## src/rtl/cp0_pkg.sv

```systemverilog
// cp0_pkg: shared CP0 register numbers, Status/Cause bit positions, op and exception codes.
package cp0_pkg;
    localparam int CP0_OP_LEN   = 2;
    localparam int EXC_CODE_LEN = 5;
    typedef enum logic [CP0_OP_LEN-1:0] {
        CP0_OP_NONE = 2'd0,
        CP0_OP_MTC0 = 2'd1,
        CP0_OP_ERET = 2'd2
    } cp0_op_e;
    localparam logic [EXC_CODE_LEN-1:0] EXC_CODE_INT  = 5'd0;
    localparam logic [EXC_CODE_LEN-1:0] EXC_CODE_ADEL = 5'd4;
    localparam logic [EXC_CODE_LEN-1:0] EXC_CODE_ADES = 5'd5;
    localparam logic [4:0] CP0_BADVADDR = 5'd8;
    localparam logic [4:0] CP0_COUNT    = 5'd9;
    localparam logic [4:0] CP0_COMPARE  = 5'd11;
    localparam logic [4:0] CP0_STATUS   = 5'd12;
    localparam logic [4:0] CP0_CAUSE    = 5'd13;
    localparam logic [4:0] CP0_EPC      = 5'd14;
    localparam logic [4:0] CP0_PRID     = 5'd15;
    localparam int ST_IE       = 0;
    localparam int ST_EXL      = 1;
    localparam int ST_IM       = 8;
    localparam int ST_IM_TIMER = 15;
    localparam int CA_EXC      = 2;
    localparam int CA_IP       = 8;
    localparam int CA_IP_TIMER = 15;
    localparam int CA_TI       = 30;
    localparam int CA_BD       = 31;
    function automatic logic [31:0] align4(input logic [31:0] a);
        return a & ~32'd3;
    endfunction
endpackage

```

## src/rtl/cp0_timer.sv

```systemverilog
// cp0_timer: free-running Count, Compare and the sticky TI flag raised when Count enters Compare.
module cp0_timer (
    input  logic        clk,
    input  logic        reset,
    input  logic        count_we,
    input  logic        compare_we,
    input  logic [31:0] write_data,
    output logic [31:0] count,
    output logic [31:0] compare,
    output logic        ti
);
    logic [31:0] count_next;
    assign count_next = count_we ? write_data : count + 32'd1;
    // A Compare write acknowledges the timer, so it beats a match in the same cycle.
    always_ff @(posedge clk) begin
        if (reset) begin
            count   <= '0;
            compare <= '0;
            ti      <= 1'b0;
        end else begin
            count   <= count_next;
            if (compare_we)
                compare <= write_data;
            ti <= compare_we ? 1'b0 : ti | (count_next == compare);
        end
    end
endmodule

```

## src/rtl/cp0_ext.sv

```systemverilog
// cp0_ext: parametrised CP0 (Status/Cause/EPC/PRId/BadVAddr) with exception/interrupt arbitration.
// Define CP0_TIMER_EN to add Count/Compare and the timer interrupt on IP[15].
module cp0_ext import cp0_pkg::*; #(
    parameter int          HW_INT_N = 6,
    parameter logic [31:0] PRID_VAL = 32'h0000_7a01
) (
    input  logic                    clk,
    input  logic                    reset,
    input  logic [4:0]              addr,
    input  logic [31:0]             write_data,
    input  logic [CP0_OP_LEN-1:0]   op,
    input  logic [EXC_CODE_LEN-1:0] exc,
    input  logic                    bd,
    input  logic [31:0]             epc_in,
    input  logic [31:0]             badvaddr_in,
    input  logic [HW_INT_N-1:0]     hw_int,
    output logic                    int_req,
    output logic [31:0]             epc_out,
    output logic [31:0]             read_data
);
    logic                    ie, exl, bd_r, mtc0, eret, int_hw, int_pend;
    logic [HW_INT_N-1:0]     im, ip;
    logic [EXC_CODE_LEN-1:0] exc_code, code_next;
    logic [31:0]             epc, badvaddr, timer_rd, status_w, cause_w;
    assign mtc0 = op == CP0_OP_MTC0;
    assign eret = op == CP0_OP_ERET;
`ifdef CP0_TIMER_EN
    logic        im_t, ti;
    logic [31:0] count, compare;
    cp0_timer u_timer (
        .clk        (clk),
        .reset      (reset),
        .count_we   (mtc0 && addr == CP0_COUNT),
        .compare_we (mtc0 && addr == CP0_COMPARE),
        .write_data (write_data),
        .count      (count),
        .compare    (compare),
        .ti         (ti)
    );
    always_ff @(posedge clk) begin
        if (reset)
            im_t <= 1'b0;
        else if (mtc0 && addr == CP0_STATUS)
            im_t <= write_data[ST_IM_TIMER];
    end
    assign int_pend = |({ti, hw_int} & {im_t, im});
    assign timer_rd = addr == CP0_COUNT ? count : addr == CP0_COMPARE ? compare : '0;
`else
    assign int_pend = |(hw_int & im);
    assign timer_rd = '0;
`endif
    // External lines feed int_req directly; Cause.IP only mirrors them a cycle later.
    assign int_hw    = !exl && ie && int_pend;
    assign int_req   = (exc != '0) || int_hw;
    assign code_next = int_hw ? EXC_CODE_INT : exc;
    assign epc_out   = (mtc0 && addr == CP0_EPC) ? align4(write_data) : epc;
    always_comb begin
        status_w                          = '0;
        status_w[ST_IE]                   = ie;
        status_w[ST_EXL]                  = exl;
        status_w[ST_IM+:HW_INT_N]         = im;
        cause_w                           = '0;
        cause_w[CA_EXC+:EXC_CODE_LEN]     = exc_code;
        cause_w[CA_IP+:HW_INT_N]          = ip;
        cause_w[CA_BD]                    = bd_r;
`ifdef CP0_TIMER_EN
        status_w[ST_IM_TIMER]             = im_t;
        cause_w[CA_IP_TIMER]              = ti;
        cause_w[CA_TI]                    = ti;
`endif
        read_data = addr == CP0_BADVADDR ? badvaddr :
                    addr == CP0_STATUS   ? status_w :
                    addr == CP0_CAUSE    ? cause_w  :
                    addr == CP0_EPC      ? epc      :
                    addr == CP0_PRID     ? PRID_VAL : timer_rd;
    end
    // mtc0 outranks eret, which outranks taking an exception or interrupt.
    always_ff @(posedge clk) begin
        if (reset) begin
            ie       <= 1'b0;
            exl      <= 1'b0;
            im       <= '0;
            ip       <= '0;
            exc_code <= '0;
            bd_r     <= 1'b0;
            epc      <= '0;
            badvaddr <= '0;
        end else begin
            ip <= hw_int;
            if (mtc0) begin
                if (addr == CP0_STATUS) begin
                    ie  <= write_data[ST_IE];
                    exl <= write_data[ST_EXL];
                    im  <= write_data[ST_IM+:HW_INT_N];
                end
                if (addr == CP0_EPC)
                    epc <= align4(write_data);
            end else if (eret) begin
                exl <= 1'b0;
            end else if (int_req) begin
                exl      <= 1'b1;
                bd_r     <= bd;
                exc_code <= code_next;
                epc      <= align4(epc_in) - (bd ? 32'd4 : 32'd0);
                if (code_next == EXC_CODE_ADEL || code_next == EXC_CODE_ADES)
                    badvaddr <= badvaddr_in;
            end
        end
    end
endmodule

```

## config.mk

```make
export PLATFORM = sky130hd
export DESIGN_NAME = cp0_ext
export DESIGN_NICKNAME = d
export VERILOG_FILES = /design/src/rtl/cp0_pkg.sv /design/src/rtl/cp0_timer.sv /design/src/rtl/cp0_ext.sv
export SDC_FILE = /design/constraint.sdc
export NUM_CORES = 1
export LEC_CHECK = 0
export ABC_AREA = 1
export ABC_CLOCK_PERIOD_IN_PS = 2900
export BUFFER_PORTS_ARGS = -buffer_cell sky130_fd_sc_hd__buf_2
export CAP_MARGIN = 5
export CORE_MARGIN = 1.5
export CORE_UTILIZATION = 57
export CTS_BUF_LIST = sky130_fd_sc_hd__clkbuf_4
export DETAILED_ROUTE_END_ITERATION = 6
export PLACE_DENSITY = 0.95
export SLEW_MARGIN = 15
export SYNTH_ARGS = -nofsm -noshare
export SYNTH_HDL_FRONTEND = slang
export SYNTH_HIERARCHICAL = 1
export SYNTH_SLANG_ARGS = --single-unit
```

## constraint.sdc

```tcl
create_clock -name clk -period 2.9 [get_ports clk]
set_input_delay 0.29 -clock clk [delete_from_list [all_inputs] [get_ports clk]]
set_output_delay 0.29 -clock clk [all_outputs]
set_load 0.01 [all_outputs]
```

After elaboration in Yosys (flattened, before gate mapping) --
Index checks and enable logic that the tools add are counted.
Storage, ports and cells: register bits 84, latch bits 0, bits in writable memories 0, ROM bits 0, input bits 117, word-level logic and storage cells 55, memories 0
Operators by class: add/sub/neg operators 1, $mul 0, div/mod/pow operators 0, magnitude comparators 0, equality and inequality tests 12, shift-type cells 0, muxes and demuxes 16, bitwise operators 3, reductions and logical operators 15
Operators by type and width (number):
- 2-to-1 mux 32 bit | 9
- subtractor 32 x 3 -> 32 bit | 1
- == test 5 x 4 -> 1 bit, second input constant | 5
- 2-to-1 mux 15 bit | 1
- == test 5 x 3 -> 1 bit, second input constant | 2
- AND 6 bit | 1
- AND reduction 3 bit | 2
- OR reduction 6 bit | 1
- 2-to-1 mux 5 bit | 1
- nonzero test 5 bit | 1
- 2-to-1 mux 1 bit | 4
- inequality test 2 x 1 -> 1 bit, second input constant | 2
- AND reduction 2 bit | 2
- AND reduction 4 bit | 1
- logical AND 1 bit | 3
- 2-to-1 mux 3 bit | 1
- nonzero test 3 bit | 1
- == test 2 x 1 -> 1 bit, second input constant | 1
- == test 2 bit, second input constant | 1
- logical OR 1 bit | 2
- inequality test 2 bit, second input constant | 1
- NOT 1 bit | 2
- nonzero test 2 bit | 1
- zero test 1 bit | 1

Depth between registers and ports, before layout --
depth after elaboration 7, mapped depth 12, mapped depth without buffers 12

Least setup slack after synthesis --
OpenSTA, ideal clock, no wires.
kind input to output, start point in addr[3], end point out epc_out[10], arrival time 1.308 ns, data required time 2.610 ns, setup slack 1.302 ns, cell stages on the path 7, buffers on the path 1, path through nand2_1 -> inv_2 -> nand4_4 -> clkinv_2 -> nand2_2 -> buf_2 -> mux2_2
Between the ends: longest elaborated chain between the ends 3
Ends and longest elaborated chain:
- start, declared | line cp0_ext.sv:9 | input logic [4:0] addr,
- == test 5 x 4 -> 1 bit | line cp0_ext.sv:56 | assign epc_out = (mtc0 && addr == CP0_EPC) ? align4(write_data) : epc;
- logical AND 1 bit | line cp0_ext.sv:56
- 2-to-1 mux 32 bit | line cp0_ext.sv:56
- end, declared | line cp0_ext.sv:18 | output logic [31:0] epc_out,
Every way passes these cells.

Final worst setup path --
start point in addr[3], end point out epc_out[26]
Same word-level chain as after synthesis.

==> results.py <==
metrics = {
    "run_status": {
        "status": "finished, final reports clean",
    },
    "global_routing": {
        "grt_usage_pct": 32.2,
        "gr-total-overflow": 0,
        "grt_start_max_net_pins": 52,
        "grt_antenna_before_repair": 0,
        "grt_pass1_vias": 5514,
        "grt_first_pass_wirelength_mm": 25.9,
    },
    "floorplanning": {
        "row_count": 35,
        "start_util_pct": 59.3,
        "io-pin-count": 182,
        "design.core.area_mm2": 0.00928,
        "die_area_mm2": 0.0103,
        "fp.dieH_um": 101,
        "die_x_um": 101,
    },
    "synthesis": {
        "synthCells": 889,
        "synth-seq-cells": 82,
        "synth_edf_count": 0,
        "netlist.area_leader.share_pct": 29.8,
        "synthArstFlopShare_pct": 0,
        "synth_area_leader_cell": "dfxtp_1",
        "synth_cell_types": 42,
        "syn_area_mm2": 0.00551,
        "avgSynthCellArea_um2": 6.19,
        "yosysWarningCount": 6,
        "synth_area_leaders": "dfxtp_1 30%, nand2_1 14%, nor2_1 13%",
        "synth-main-ff-cell": "dfxtp_1",
        "yosysSeqAreaShare_pct": 29.8,
    },
    "placement": {
        "gp_congestion": 0.966,
        "io_buffers": 177,
        "pre_cts_ws_ns": 0.745,
        "hpwl_mm": 12.9,
    },
    "sta": {
        "setup_violations": 0,
        "final.setup.tns_ns": 0,
        "timing.final.ws_setup_ns": 0.728,
        "worstMarginPinSlew_ns": 0.748,
        "fin_crit_ns": 2.17,
        "period_share_pct": 74.9,
        "rsz0062_at_grt": "no",
        "slew_violations": 0,
        "relSlewSlack_pct": 50.0,
        "clock_skew_ns": 0.0282,
        "clock.fmax_mhz": 460,
        "hold_viol": 0,
    },
    "critical_path": {
        "r2r_cells": 11,
        "worstPathMaxFanout": 33,
        "cp.required_ns": 2.61,
        "cp-end-kind": "output pin",
        "critPathArrivalTime_ns": 1.88,
        "cp-start-kind": "input port",
        "timing.setup.critical_path_class": "in2out",
    },
    "power": {
        "power.density_mw_per_mm2": 378,
        "p_leak_nw": 3.38,
        "peakVddDrop_mv": 0.232,
    },
    "hold_path": {
        "hold_class": "in2reg",
        "hold_path_depth": 3,
    },
    "cells_and_area": {
        "diodes": 0,
        "layout_common_cells": "203 x nand2_1, 190 x nor2_1, 177 x buf_2",
        "layout-drive-gt1-share_pct": 24.0,
        "layout_commonest_cell": "nand2_1",
        "fin_nets": 1166,
        "fillers": 868,
        "area_delta_synth_final_pct": 18.3,
    },
    "clock_tree": {
        "cts.sinks": 82,
        "numCtsBuffers": 9,
        "clk_latency_ns": 0.46,
        "clock-root-buffer": "clkbuf_4",
        "cts_tree": "done",
        "postCtsSetupBuffers": 0,
        "holdBufCountCts": 0,
        "clk_pin_slew_ns": 0.16,
        "cts.path.max_buffers": 2,
        "post_cts_resized": 0,
        "h-tree-depth": 3,
    },
    "route": {
        "wl_per_cell_um": 14.0,
        "drtIter0Drc": 368,
        "ant_nets": 0,
        "drc": 0,
        "wl_mm": 16.5,
        "firstDrtPassIters": 6,
        "vias": 6294,
        "routed_via_density": 5.34,
    },
    "run": {
        "drv_cap": 0,
    },
}
[kinds of logic (layout without fill, tap and decap cells)]
family                   count (synthesis)  count (layout)  synth area share [%]
adder cells (fa/ha/maj)                  4               4                 0.909
multiplexers                            20              20                  4.09
AO/OA/AOI/OAI                          131             131                  14.1
flip-flops                              82              82                  29.8
AND/OR/NAND/NOR                        494             494                  38.0
XOR/XNOR                                 4               4                 0.636
other                                    1               2                0.0681
buffers and inverters                  153             313                  12.3
[registers in the layout, indices dropped and copies added, names as in the netlist]
| register | flops |
|---|---|
| ie | 1 |
| bd_r | 1 |
| im | 6 |
| badvaddr | 32 |
| exc_code | 5 |
| ip | 6 |
| exl | 1 |
| epc | 30 |
[worst max-delay path, stage by stage]
cell,delay (ns)
buf_2,0.11
nand2_1,0.09
inv_2,0.06
nand4_4,0.11
clkinv_2,0.08
nand2_2,0.18
buf_4,0.39
mux2_2,0.40
buf_2,0.14
[power breakdown]
part | total, mW | leakage [nW] | internal (mW) | switching [mW]
combinational | 0.553 | 2.64 | 0.216 | 0.336
sequential | 1.24 | 0.673 | 1.19 | 0.0460
clock | 0.673 | 0.0693 | 0.199 | 0.474
[cell usage after synthesis, types with 3 or more instances]
cell,count
buf_6,7
xor2_1,3
nand2_1,203
clkbuf_1,15
nor2_1,191
nor2_2,6
o21ai_0,58
nand3_1,65
mux2_2,20
buf_4,6
a211oi_1,3
nand4_1,10
buf_2,13
nand2_2,6
nor2_4,3
dfxtp_1,82
ha_1,4
a22o_1,16
o21ai_2,4
o21bai_1,3
a21oi_1,32
inv_1,106
o211ai_1,7
[per-stage QoR]
step	cell area (µm²)	hold WS [ns]	cells	util [%]	power (mW)
floorplan	5510	0.397	890	-	1.59
global placement	6360	0.435	1162	68.5	1.79
detailed placement	6360	0.446	1162	68.5	1.80
CTS	6500	0.0152	1178	70.0	2.45
global route	6510	0.0116	1179	70.1	2.58
finish	6510	0.0305	1179	70.1	2.46
[path summary, 6_finish.rpt]
kind                                          startpoint                        end  slack, ns
worst max-delay path                             addr[3]                epc_out[26]       0.73
worst min-delay path                           hw_int[2]           ip[2]$_SDFF_PP0_       0.03
worst max register to register        im[0]$_SDFFE_PP0P_  badvaddr[27]$_SDFFE_PP0P_       0.81
worst min register to register  exc_code[2]$_SDFFE_PP0P_   exc_code[2]$_SDFFE_PP0P_       0.47
[layout make-up]
type	count	area [µm²]	area share, %
timing repair buffer	187	963	14.8
inverter	110	414	6.36
multi-input combinational	655	3190	49.0
clock buffer	9	67.6	1.04
sequential	82	1640	25.2
clock inverter	7	71.3	1.10
tap	129	161	2.48
[layer usage]
| layer | global-route usage, % | vias up | share of wire [%] |
|---|---|---|---|
| met1 | 40.8 | 2756 | 41 |
| li1 | - | 3137 | - |
| met3 | 5.38 | 56 | 8.8 |
| met2 | 54.6 | 345 | 47 |
| met4 | 12.7 | 0 | 3.2 |
| met5 | 0 | - | 0 |
(Power assumes the default switching activity.)
